===== config.mk =====
export PLATFORM = sky130hd
export DESIGN_NAME = uart_ctrl
export DESIGN_NICKNAME = d
export VERILOG_FILES = /design/src/rtl/uart_ctrl.sv
export SDC_FILE = /design/constraint.sdc
export NUM_CORES = 1
export LEC_CHECK = 0
export ABC_AREA = 1
export ABC_CLOCK_PERIOD_IN_PS = 2400
export BUFFER_PORTS_ARGS = -buffer_cell sky130_fd_sc_hd__clkbuf_2
export CORE_ASPECT_RATIO = 0.8
export CORE_MARGIN = 3
export CORE_UTILIZATION = 59
export DETAILED_ROUTE_END_ITERATION = 6
export PLACE_DENSITY_LB_ADDON = 0.08
export SYNTH_ARGS = -nofsm -noshare
export SYNTH_HDL_FRONTEND = slang
export SYNTH_SLANG_ARGS = --single-unit
export TNS_END_PERCENT = 30

===== constraint.sdc =====
create_clock -name clock -period 2.4 [get_ports clock]
set_input_delay 0 -clock clock [delete_from_list [all_inputs] [get_ports clock]]
set_output_delay 0 -clock clock [all_outputs]
set_load 0.005 [all_outputs]

===== src/rtl/uart_ctrl.sv =====
// uart_ctrl: byte-level controller sitting between a host and a UART core.
//
// A TX FIFO collects host bytes. A three-state FSM (IDLE/SEND/WAIT) hands
// them one at a time to the core: it strobes start_tx and holds tx_byte
// until the core reports tx_done. An RX FIFO captures bytes the core
// delivers on rec_valid. The RX FIFO is read show-ahead style.
//
// Ports
//   clock, resetn        sole clock, asynchronous active-low reset
//   uart_en              gate for starting new transmissions
//   wr_en, wr_data       push into TX FIFO
//   tx_flush             synchronous clear of TX FIFO
//   tx_full, tx_empty    TX FIFO status
//   tx_level             TX FIFO occupancy
//   wr_ovf               one-cycle pulse when a push is rejected
//   rd_en, rd_data       pop / show-ahead head of RX FIFO
//   rx_full, rx_empty    RX FIFO status
//   rx_level             RX FIFO occupancy
//   rx_overflow          sticky flag for a dropped received byte
//   clr_ovf              clears rx_overflow
//   busy                 FSM not idle
//   start_tx, tx_byte    strobe and data to the UART core
//   tx_done              end-of-frame pulse from the UART core
//   rec_valid, rec_dat   received byte from the UART core
module uart_ctrl #(
    parameter int DEPTH = 8
) (
    input  logic                   clock,
    input  logic                   resetn,
    input  logic                   uart_en,
    input  logic                   wr_en,
    input  logic [7:0]             wr_data,
    input  logic                   tx_flush,
    output logic                   tx_full,
    output logic                   tx_empty,
    output logic [$clog2(DEPTH):0] tx_level,
    output logic                   wr_ovf,
    input  logic                   rd_en,
    output logic [7:0]             rd_data,
    output logic                   rx_full,
    output logic                   rx_empty,
    output logic [$clog2(DEPTH):0] rx_level,
    output logic                   rx_overflow,
    input  logic                   clr_ovf,
    output logic                   busy,
    output logic                   start_tx,
    output logic [7:0]             tx_byte,
    input  logic                   tx_done,
    input  logic                   rec_valid,
    input  logic [7:0]             rec_dat
);

    localparam int AW = $clog2(DEPTH);
    localparam int LW = AW + 1;

    typedef logic [AW-1:0] ptr_t;
    typedef logic [LW-1:0] lvl_t;

    localparam lvl_t FULL_LVL = lvl_t'(DEPTH);

    typedef enum logic [1:0] {
        ST_IDLE,
        ST_SEND,
        ST_WAIT
    } state_t;

    state_t     state;

    logic [7:0] tx_mem [DEPTH];
    ptr_t       tx_wr_ptr;
    ptr_t       tx_rd_ptr;
    logic       tx_push;
    logic       tx_pop;

    logic [7:0] rx_mem [DEPTH];
    ptr_t       rx_wr_ptr;
    ptr_t       rx_rd_ptr;
    logic       rx_push;
    logic       rx_pop;
    logic       rx_drop;

    assign tx_full  = (tx_level == FULL_LVL);
    assign tx_empty = (tx_level == '0);
    assign rx_full  = (rx_level == FULL_LVL);
    assign rx_empty = (rx_level == '0);

    // A full FIFO rejects a push even when the FSM pops in the same cycle;
    // a flush discards any push made alongside it.
    assign tx_push = wr_en && !tx_full && !tx_flush;
    assign tx_pop  = (state == ST_IDLE) && uart_en && !tx_empty;

    // A read on a full FIFO frees the slot the incoming byte lands in.
    assign rx_pop  = rd_en && !rx_empty;
    assign rx_push = rec_valid && (!rx_full || rd_en);
    assign rx_drop = rec_valid && rx_full && !rd_en;

    // Head is forced to zero while empty so the output is defined after reset.
    assign rd_data = rx_empty ? 8'h00 : rx_mem[rx_rd_ptr];

    // TX FIFO storage
    always_ff @(posedge clock) begin
        if (tx_push) begin
            tx_mem[tx_wr_ptr] <= wr_data;
        end
    end

    // TX FIFO pointers, occupancy and overflow pulse
    always_ff @(posedge clock or negedge resetn) begin
        if (!resetn) begin
            tx_wr_ptr <= '0;
            tx_rd_ptr <= '0;
            tx_level  <= '0;
            wr_ovf    <= 1'b0;
        end else begin
            wr_ovf <= wr_en && tx_full;
            if (tx_flush) begin
                tx_wr_ptr <= '0;
                tx_rd_ptr <= '0;
                tx_level  <= '0;
            end else begin
                if (tx_push) tx_wr_ptr <= tx_wr_ptr + ptr_t'(1);
                if (tx_pop)  tx_rd_ptr <= tx_rd_ptr + ptr_t'(1);
                case ({tx_push, tx_pop})
                    2'b10:   tx_level <= tx_level + lvl_t'(1);
                    2'b01:   tx_level <= tx_level - lvl_t'(1);
                    default: tx_level <= tx_level;
                endcase
            end
        end
    end

    // RX FIFO storage
    always_ff @(posedge clock) begin
        if (rx_push) begin
            rx_mem[rx_wr_ptr] <= rec_dat;
        end
    end

    // RX FIFO pointers, occupancy and sticky overflow
    always_ff @(posedge clock or negedge resetn) begin
        if (!resetn) begin
            rx_wr_ptr   <= '0;
            rx_rd_ptr   <= '0;
            rx_level    <= '0;
            rx_overflow <= 1'b0;
        end else begin
            if (rx_push) rx_wr_ptr <= rx_wr_ptr + ptr_t'(1);
            if (rx_pop)  rx_rd_ptr <= rx_rd_ptr + ptr_t'(1);
            case ({rx_push, rx_pop})
                2'b10:   rx_level <= rx_level + lvl_t'(1);
                2'b01:   rx_level <= rx_level - lvl_t'(1);
                default: rx_level <= rx_level;
            endcase
            // A drop in the same cycle as clr_ovf wins.
            if (rx_drop) begin
                rx_overflow <= 1'b1;
            end else if (clr_ovf) begin
                rx_overflow <= 1'b0;
            end
        end
    end

    // TX FSM with registered start_tx, busy and tx_byte
    always_ff @(posedge clock or negedge resetn) begin
        if (!resetn) begin
            state    <= ST_IDLE;
            start_tx <= 1'b0;
            busy     <= 1'b0;
            tx_byte  <= 8'h00;
        end else begin
            case (state)
                ST_IDLE: begin
                    if (tx_pop) begin
                        tx_byte  <= tx_mem[tx_rd_ptr];
                        state    <= ST_SEND;
                        start_tx <= 1'b1;
                        busy     <= 1'b1;
                    end else begin
                        start_tx <= 1'b0;
                        busy     <= 1'b0;
                    end
                end
                ST_SEND: begin
                    // tx_done here belongs to no frame of ours and is ignored.
                    start_tx <= 1'b0;
                    if (!uart_en) begin
                        state <= ST_IDLE;
                        busy  <= 1'b0;
                    end else begin
                        state <= ST_WAIT;
                    end
                end
                ST_WAIT: begin
                    start_tx <= 1'b0;
                    if (!uart_en || tx_done) begin
                        state <= ST_IDLE;
                        busy  <= 1'b0;
                    end
                end
                default: begin
                    state    <= ST_IDLE;
                    start_tx <= 1'b0;
                    busy     <= 1'b0;
                end
            endcase
        end
    end

endmodule

==> out/qor.log, run 1 <==
qor: clocking.clock_insertion_delay_worst_skew 0.42 ns
qor: finish.final_nets 682
qor: sta.timing.clock.skew 0.0104 ns
qor: floorplanning.dieHeight 101 um
qor: power_and_ir_drop.p_leak 3.16 nW
qor: finish.fillerInstances 736
qor: worst_hold_path.holdPathEnd rx_rd_ptr[1]
qor: power_and_ir_drop.sw_frac 0.332
qor: synthesis.post_synth_main_area_contributors sky130_fd_sc_hd__edfxtp_1 57%, sky130_fd_sc_hd__dfrtp_1 13%, sky130_fd_sc_hd__nor2_1 6.3%
qor: floorplanning.fp.coreArea 11000 um^2
qor: worst_setup_path.path_cells nor2_1 -> inv_2 -> nor3_4 -> nand2_1 -> nand2_2 -> ha_1 -> nor2_1 -> nor2_2 -> ha_1 -> a21oi_1 -> or2_1 -> a21oi_1
qor: worst_hold_path.holdCritPathClass in2reg
qor: worst_setup_path.cp.depth 12
qor: finish.layout-drive-gt1-share 0.194
qor: detailed_routing.viasPerCell 5.58
qor: detailed_routing.drc 0
qor: worst_setup_path.regToRegStartpoint rx_level[1]
qor: placement.finalWeightedCongestion 0.815
qor: run.max_cap_viol_count 0
qor: synthesis.syn_area 6700 um^2
qor: sta.setup_viol 0
qor: power_and_ir_drop.power.share.combinational 0.294
qor: worst_setup_path.start_kind flip-flop
qor: power_and_ir_drop.p_total 9.26 mW
qor: power_and_ir_drop.total_power_divided_by_cell_area 1150 nW/um^2
qor: clocking.cts_setup_buffers 0
qor: synthesis.yosysSeqAreaShare 0.700
qor: synthesis.synth-edff-count 128
qor: worst_setup_path.critPathArrivalTime 2.51 ns
qor: sta.tightest_slew 0.837 ns
qor: sta.finalSetupTns 0 ns
qor: synthesis.mappedNetlistNets 589
qor: sta.fmax 0.458 GHz
qor: worst_setup_path.rr_worst_depth 12
qor: clocking.clock_tree.buffer_depth 2
qor: global_route.first_global_vias 4528
qor: placement.port_buf_inserts 56
qor: worst_hold_path.hold_start rd_en
qor: synthesis.area_fraction_of_the_dominant_cell_type_after_synthesis 0.573
qor: sta.grt_setup_unrepaired false
qor: synthesis.yosys_cell_types 34
qor: power_and_ir_drop.sequentialPowerShare 0.403
qor: worst_setup_path.timing.critical_path.slowest_cell_delay 0.44 ns
qor: power_and_ir_drop.p_int 6.19 mW
qor: finish.area_delta_synth_final 20.2%
qor: worst_setup_path.critical_path.endpoint_type flip-flop
qor: floorplanning.site_row_count 34
qor: synthesis.post_synth.cell_area_avg 12.1 um^2
qor: detailed_routing.drt_iter0_drc 328
qor: worst_hold_path.hold_depth 5
qor: worst_setup_path.r2r-end rx_level[2]
qor: sta.maxSlewViolCount 0
qor: run_status.status complete, no violations
qor: finish.n_antenna_cell 0
qor: floorplanning.die_x 125 um
qor: synthesis.synth_top_flop_cell sky130_fd_sc_hd__edfxtp_1
qor: synthesis.yosysWarnings 0
qor: global_route.wire_length_of_the_first_global_routing_pass 22.7 mm
qor: sta.hold_viol_final 0
qor: worst_setup_path.path_delay_family simple AND/OR/NAND/NOR gates
qor: clocking.clkTransAtPathRegs 0.06 ns
qor: power_and_ir_drop.vdd_drop_max 639 uV
qor: worst_setup_path.path_class reg2reg
qor: synthesis.synthMostInstantiatedCell sky130_fd_sc_hd__edfxtp_1
qor: clocking.ctsRootBufferMaster sky130_fd_sc_hd__clkbuf_16
qor: detailed_routing.dr.pass1.iters 5
qor: synthesis.netlist.top_cell.by_area sky130_fd_sc_hd__edfxtp_1
qor: sta.timing.final.crit_share 0.909
qor: synthesis.ys_top_cells_by_count 128 x sky130_fd_sc_hd__edfxtp_1, 112 x sky130_fd_sc_hd__nor2_1, 57 x sky130_fd_sc_hd__nand2_1
qor: worst_setup_path.slowest_stage sky130_fd_sc_hd__dfrtp_1
qor: global_route.track_usage 0.233
qor: power_and_ir_drop.power.switching 3.08 mW
qor: synthesis.gate_count_after_technology_mapping 555
qor: sta.fin_crit 2.18 ns
qor: detailed_routing.finalWirelength 13.9 mm
qor: clocking.cts_tree yes
qor: clocking.cts.sink_count 162
qor: floorplanning.initial_utilization 0.611
qor: worst_setup_path.critical_path.max_fanout 6
qor: detailed_routing.average_wire_per_standard_cell 17.3 um
qor: global_route.grt_start_max_net_pins 35
qor: floorplanning.die_area 12700 um^2
qor: detailed_routing.remaining_antenna_violation_count_after_routing 0
qor: power_and_ir_drop.clkPwrFrac 0.303
qor: worst_setup_path.r2r_setup_slack 0.22 ns
qor: placement.dp_hpwl 8.96 mm
qor: global_route.global_route.overflow_total 0
qor: floorplanning.io_pins 57
qor: clocking.htreeDepth 4
qor: synthesis.ys_seq_elements 162
qor: clocking.clock_buffers_created_by_tritoncts 17
qor: worst_setup_path.worstPathBufferInverterCount 1
qor: synthesis.share_of_flip_flops_with_an_asynchronous_set_or_reset_after_synthesis 0.210
qor: sta.relative_slew_slack 0.442
qor: worst_setup_path.cp_required 2.73 ns
qor: global_route.initial_antenna_violation_count 0
qor: detailed_routing.dr_total_vias 4489
## layout make-up
class | instances | area, um^2 | area share
tap | 144 | 180 | 0.0224
sequential | 162 | 4690 | 0.583
clock inverter | 13 | 183 | 0.0227
inverter | 37 | 139 | 0.0172
multi-input combinational | 333 | 1780 | 0.221
clock buffer | 19 | 433 | 0.0538
timing repair buffer | 97 | 648 | 0.0805
## worst register-to-register path: stages (launching register included)
cell	delay (ns)
sky130_fd_sc_hd__dfrtp_1	0.44
sky130_fd_sc_hd__nor2_1	0.15
sky130_fd_sc_hd__inv_2	0.08
sky130_fd_sc_hd__nor3_4	0.17
sky130_fd_sc_hd__nand2_1	0.09
sky130_fd_sc_hd__nand2_2	0.11
sky130_fd_sc_hd__ha_1	0.23
sky130_fd_sc_hd__nor2_1	0.08
sky130_fd_sc_hd__nor2_2	0.13
sky130_fd_sc_hd__ha_1	0.16
sky130_fd_sc_hd__a21oi_1	0.06
sky130_fd_sc_hd__or2_1	0.24
sky130_fd_sc_hd__a21oi_1	0.16
## power groups by stage
| stage | sequential (mW) | clock (mW) | combinational (mW) |
|---|---|---|---|
| floorplan | 3.71 | 0 | 1.82 |
| global placement | 3.76 | 0 | 2.58 |
| detailed placement | 3.77 | 0 | 2.66 |
| CTS | 3.72 | 2.84 | 2.72 |
| global route | 3.78 | 2.97 | 3.07 |
| finish | 3.73 | 2.81 | 2.72 |
## metrics by stage
step | cells | utilization | hold slack, ns | instance area, um^2 | setup slack, ns
2_1_floorplan | 555 | - | -0.296 | 6700 | 0.449
3_3_place_gp | 749 | 0.654 | 0.139 | 7180 | 0.368
3_5_place_dp | 749 | 0.654 | 0.143 | 7180 | 0.194
4_1_cts | 805 | 0.732 | 0.00457 | 8040 | 0.175
5_1_grt | 805 | 0.734 | 0.0683 | 8050 | 0.00809
6_report | 805 | 0.734 | 0.0162 | 8050 | 0.217
## state kept, by name, indices dropped and copies added (netlist names)
name	cells
busy	1
tx_wr_ptr	3
rx_level	4
start_tx	1
rx_rd_ptr	3
tx_mem	64
rx_mem	64
tx_byte	8
wr_ovf	1
rx_overflow	1
rx_wr_ptr	3
tx_level	4
tx_rd_ptr	3
state	2
## timing repair
| item | 4_1_cts | 5_1_grt |
|---|---|---|
| hold buffers | 24 | 0 |
| setup endpoints to repair | 0 | 2 |
| gates resized for setup | 0 | 3 |
| endpoints found under the hold margin | 174 | 0 |
## how the worst max path moves through the flow
| stage | startpoint | endpoint | slack [ns] |
|---|---|---|---|
| finish | rx_level[1] | rx_level[2] | 0.22 |
| global route | rx_level[1] | rx_level[2] | 0.008 |
| CTS | rx_level[1] | rx_level[2] | 0.17 |
| detailed placement | rx_level[1] | rx_level[2] | 0.19 |
| global placement | rx_level[1] | rx_level[2] | 0.37 |
| floorplan | rx_level[1] | rx_level[2] | 0.45 |
## cells in the final DEF, fill, tap and decap left out, types with 9 or more instances in the layout
cell                            count
sky130_fd_sc_hd__edfxtp_1         128
sky130_fd_sc_hd__nor2_1           111
sky130_fd_sc_hd__nand2_1           57
sky130_fd_sc_hd__clkbuf_2          56
sky130_fd_sc_hd__o21ai_0           49
sky130_fd_sc_hd__dfrtp_1           34
sky130_fd_sc_hd__inv_1             25
sky130_fd_sc_hd__dlygate4sd3_1     24
sky130_fd_sc_hd__o21ai_1           19
sky130_fd_sc_hd__clkbuf_16         17
sky130_fd_sc_hd__buf_4             17
sky130_fd_sc_hd__inv_2             12
sky130_fd_sc_hd__o22ai_1            9
sky130_fd_sc_hd__a31oi_1            9
sky130_fd_sc_hd__ha_1               9
## layer usage
metal	GRT usage	part of all wire	vias up
li1	-	-	2156
met1	0.330	0.46	2177
met5	0	0	-
met3	0.0517	0.062	17
met4	0.0825	0.015	0
met2	0.363	0.47	139
## logic make-up (layout without fill, tap and decap cells)
| kind of cell | after synthesis | after routing | synth area share |
|---|---|---|---|
| AND/OR/NAND/NOR | 191 | 191 | 0.120 |
| flip-flops | 162 | 162 | 0.700 |
| AO/OA/AOI/OAI | 118 | 118 | 0.105 |
| buffers and inverters | 60 | 166 | 0.0368 |
| adder cells (fa/ha/maj) | 9 | 9 | 0.0168 |
| multiplexers | 8 | 8 | 0.0119 |
| XOR/XNOR | 7 | 7 | 0.00915 |
No activity file was read; power rests on OpenSTA's default activity.
==> run 2: changes to the inputs <==
--- a/config.mk
+++ b/config.mk
@@ -10,7 +10,7 @@
 export BUFFER_PORTS_ARGS = -buffer_cell sky130_fd_sc_hd__clkbuf_2
 export CORE_ASPECT_RATIO = 0.8
 export CORE_MARGIN = 3
-export CORE_UTILIZATION = 59
+export CORE_UTILIZATION = 55
 export DETAILED_ROUTE_END_ITERATION = 6
 export PLACE_DENSITY_LB_ADDON = 0.08
 export SYNTH_ARGS = -nofsm -noshare
==> run 2 against run 1 <==
Against the previous run: non-clock buffer count decreased by 2; sequential power about the same; clock skew increased by 0.0027 ns; largest power group unchanged; routed wire length decreased by 1.8%; critical path depth unchanged; hold slack got worse by 0.0035 ns; maximum frequency increased by 4.7%; flip-flop and latch count unchanged.
==> out/qor.log, run 2 (same netlist as run 1, synthesis figures left out) <==
qor: worst_setup_path.r2r_setup_slack 0.32 ns [+0.10 ns]
qor: worst_setup_path.critPathArrivalTime 2.38 ns [-0.13 ns]
qor: global_route.first_global_vias 4268 [-5.7%]
qor: detailed_routing.remaining_antenna_violation_count_after_routing 0 [unchanged]
qor: finish.commonest_non_fill_non_tap_cells_in_the_layout 128 x sky130_fd_sc_hd__edfxtp_1, 112 x sky130_fd_sc_hd__nor2_1, 57 x sky130_fd_sc_hd__nand2_1
qor: clocking.cts_tree yes
qor: detailed_routing.finalWirelength 13.7 mm [-1.8%]
qor: worst_setup_path.path_class reg2reg
qor: placement.port_buf_inserts 56 [unchanged]
qor: worst_setup_path.timing.critical_path.slowest_cell_delay 0.43 ns [about the same]
qor: floorplanning.initial_utilization 0.573 [-0.0374]
qor: worst_setup_path.start_kind flip-flop
qor: worst_hold_path.holdCritPathClass in2reg
qor: worst_setup_path.path_delay_family simple AND/OR/NAND/NOR gates
qor: worst_setup_path.worstPathBufferInverterCount 2 [+1]
qor: detailed_routing.dr.pass1.iters 5 [unchanged]
qor: finish.final_nets 680 [-0.29%]
qor: sta.timing.final.crit_share 0.868 [-0.0412]
qor: finish.layout.cells.most_common sky130_fd_sc_hd__edfxtp_1
qor: detailed_routing.average_wire_per_standard_cell 16.9 um [-2.1%]
qor: worst_setup_path.critical_path.max_fanout 6 [unchanged]
qor: detailed_routing.drc 0 [unchanged]
qor: sta.fin_crit 2.08 ns [-0.0989 ns]
qor: sta.grt_setup_unrepaired false
qor: power_and_ir_drop.p_leak 3.12 nW [-1.1%]
qor: run.max_cap_viol_count 0 [unchanged]
qor: floorplanning.site_row_count 35 [+2.9%]
qor: placement.finalWeightedCongestion 0.827 [+1.4%]
qor: finish.final_design_area_no_fill 7990 um^2 [-0.85%]
qor: worst_setup_path.critical_path.most_common_cell sky130_fd_sc_hd__nor2_1
qor: floorplanning.die_x 129 um [+3.4%]
qor: global_route.global_route.overflow_total 0 [unchanged]
qor: worst_setup_path.slowest_stage sky130_fd_sc_hd__dfrtp_1
qor: finish.reg.largest.list rx_mem (64), tx_mem (64), tx_byte (8)
qor: clocking.clock_buffers_created_by_tritoncts 17 [unchanged]
qor: clocking.clock_tree.buffer_depth 2 [unchanged]
qor: floorplanning.fp.coreArea 11700 um^2 [+6.5%]
qor: global_route.wire_length_of_the_first_global_routing_pass 22.1 mm [-2.8%]
qor: placement.dpl-instance-area 7170 um^2 [-0.14%]
qor: worst_setup_path.path_cells nor2_1 -> inv_2 -> nor3_2 -> nor2_2 -> ha_1 -> nand2_1 -> inv_1 -> nor2_1 -> nand3_1 -> o31ai_1 -> o211ai_2 -> xor2_1
qor: clocking.cts.sink_count 162 [unchanged]
qor: sta.setup_viol 0 [unchanged]
qor: power_and_ir_drop.vdd_drop_max 644 uV [+0.75%]
qor: detailed_routing.drt_iter0_drc 378 [+15%]
qor: sta.tightest_slew 0.848 ns [+0.0110 ns]
qor: global_route.initial_antenna_violation_count 0 [unchanged]
qor: sta.finalSetupTns 0 ns [unchanged]
qor: sta.relative_slew_slack 0.434 [-0.00733]
qor: global_route.track_usage 0.214 [-0.0187]
qor: floorplanning.dieHeight 105 um [+3.4%]
qor: detailed_routing.dr_total_vias 4385 [-2.3%]
qor: power_and_ir_drop.total_power_divided_by_cell_area 1130 nW/um^2 [-2.0%]
qor: sta.hold_viol_final 0 [unchanged]
qor: clocking.ctsRootBufferMaster sky130_fd_sc_hd__clkbuf_16
qor: worst_setup_path.critical_path.endpoint_type flip-flop
qor: finish.area_delta_synth_final 19.1%
qor: worst_setup_path.cp_required 2.69 ns [-0.04 ns]
qor: clocking.clkTransAtPathRegs 0.06 ns [about the same]
qor: clocking.htreeDepth 4 [unchanged]
qor: detailed_routing.viasPerCell 5.43 [-2.6%]
qor: floorplanning.die_area 13600 um^2 [+6.9%]
qor: finish.n_antenna_cell 0 [unchanged]
qor: sta.maxSlewViolCount 0 [unchanged]
qor: placement.dp_hpwl 8.32 mm [-7.2%]
qor: run_status.status complete, no violations
qor: sta.fmax 0.480 GHz [+4.7%]
qor: power_and_ir_drop.p_total 9.00 mW [-2.8%]
qor: floorplanning.io_pins 57 [unchanged]
qor: global_route.grt_start_max_net_pins 35 [unchanged]
qor: sta.timing.clock.skew 0.0130 ns [+0.00265 ns]
qor: finish.layout-drive-gt1-share 0.194 [+0.000588]
qor: clocking.clock_insertion_delay_worst_skew 0.43 ns [about the same]
==> run 2: changes by cell type in the layout (fill, tap and decap cells not counted), sizes merged <==
| cell | before | now |
|---|---|---|
| clkbuf | 75 | 73 |
| clkinv | 4 | 5 |
| inv | 40 | 44 |
| buf | 17 | 15 |
| bufinv | 4 | 1 |
==> run 2: worst register-to-register path: stages (launching register included) <==
cell and delay (ns):
sky130_fd_sc_hd__dfrtp_1 0.43, sky130_fd_sc_hd__nor2_1 0.14, sky130_fd_sc_hd__inv_2 0.06, sky130_fd_sc_hd__nor3_2 0.21, sky130_fd_sc_hd__nor2_2 0.12, sky130_fd_sc_hd__ha_1 0.24
sky130_fd_sc_hd__nand2_1 0.07, sky130_fd_sc_hd__inv_1 0.05, sky130_fd_sc_hd__nor2_1 0.12, sky130_fd_sc_hd__nand3_1 0.14, sky130_fd_sc_hd__o31ai_1 0.11, sky130_fd_sc_hd__o211ai_2 0.12
sky130_fd_sc_hd__xor2_1 0.16
==> run 2: worst paths after layout <==
check	startpoint	endpoint	cells after the start
min	rd_en	rx_rd_ptr[1]	5
max reg2reg	rx_level[1]	rx_level[3]	12
min in group asynchronous	resetn	wr_ovf	2
max	rx_level[1]	rx_level[3]	12
max in group asynchronous	resetn	rx_wr_ptr[0]	2
min reg2reg	busy	busy	2
==> run 2: area by class of cell <==
class	count	area, um^2
flip-flops and latches	162	4690
clock inverters	15	146
fillers	846	3710
inverters	37	139
repair buffers	95	633
multi-input cells	333	1760
clock buffers	17	425
well taps	148	185
==> run 2: where the power goes <==
group          leakage [nW]  switching, mW  internal [mW]
Combinational          1.26           1.71          0.980
Sequential             1.59          0.254           3.44
Clock                 0.277           1.16           1.46
Total                  3.12           3.12           5.88
==> run 2: metal layers <==
| metal | GRT usage | vias up | routed length, um |
|---|---|---|---|
| met3 | 0.0383 | 14 | 838 |
| met2 | 0.311 | 139 | 6210 |
| met5 | 0 | - | 0 |
| met4 | 0.0794 | 0 | 179 |
| met1 | 0.325 | 2086 | 6430 |
| li1 | - | 2146 | - |
==> run 2: timing repair <==
action	CTS	global route
resized for setup	0	0
hold buffers	24	0
hold endpoints to repair	174	0
setup buffers	0	0
==> run 2: metrics by stage <==
stage,setup WS (ns),hold slack (ns),utilization,instances
final,0.316,0.0127,0.683,807
after global routing,0.0736,0.0530,0.683,807
after CTS,0.291,0.00239,0.683,807
after detailed placement,0.319,0.166,0.613,751
after global placement,0.388,0.147,0.613,751
after floorplan,0.449,-0.296,-,555
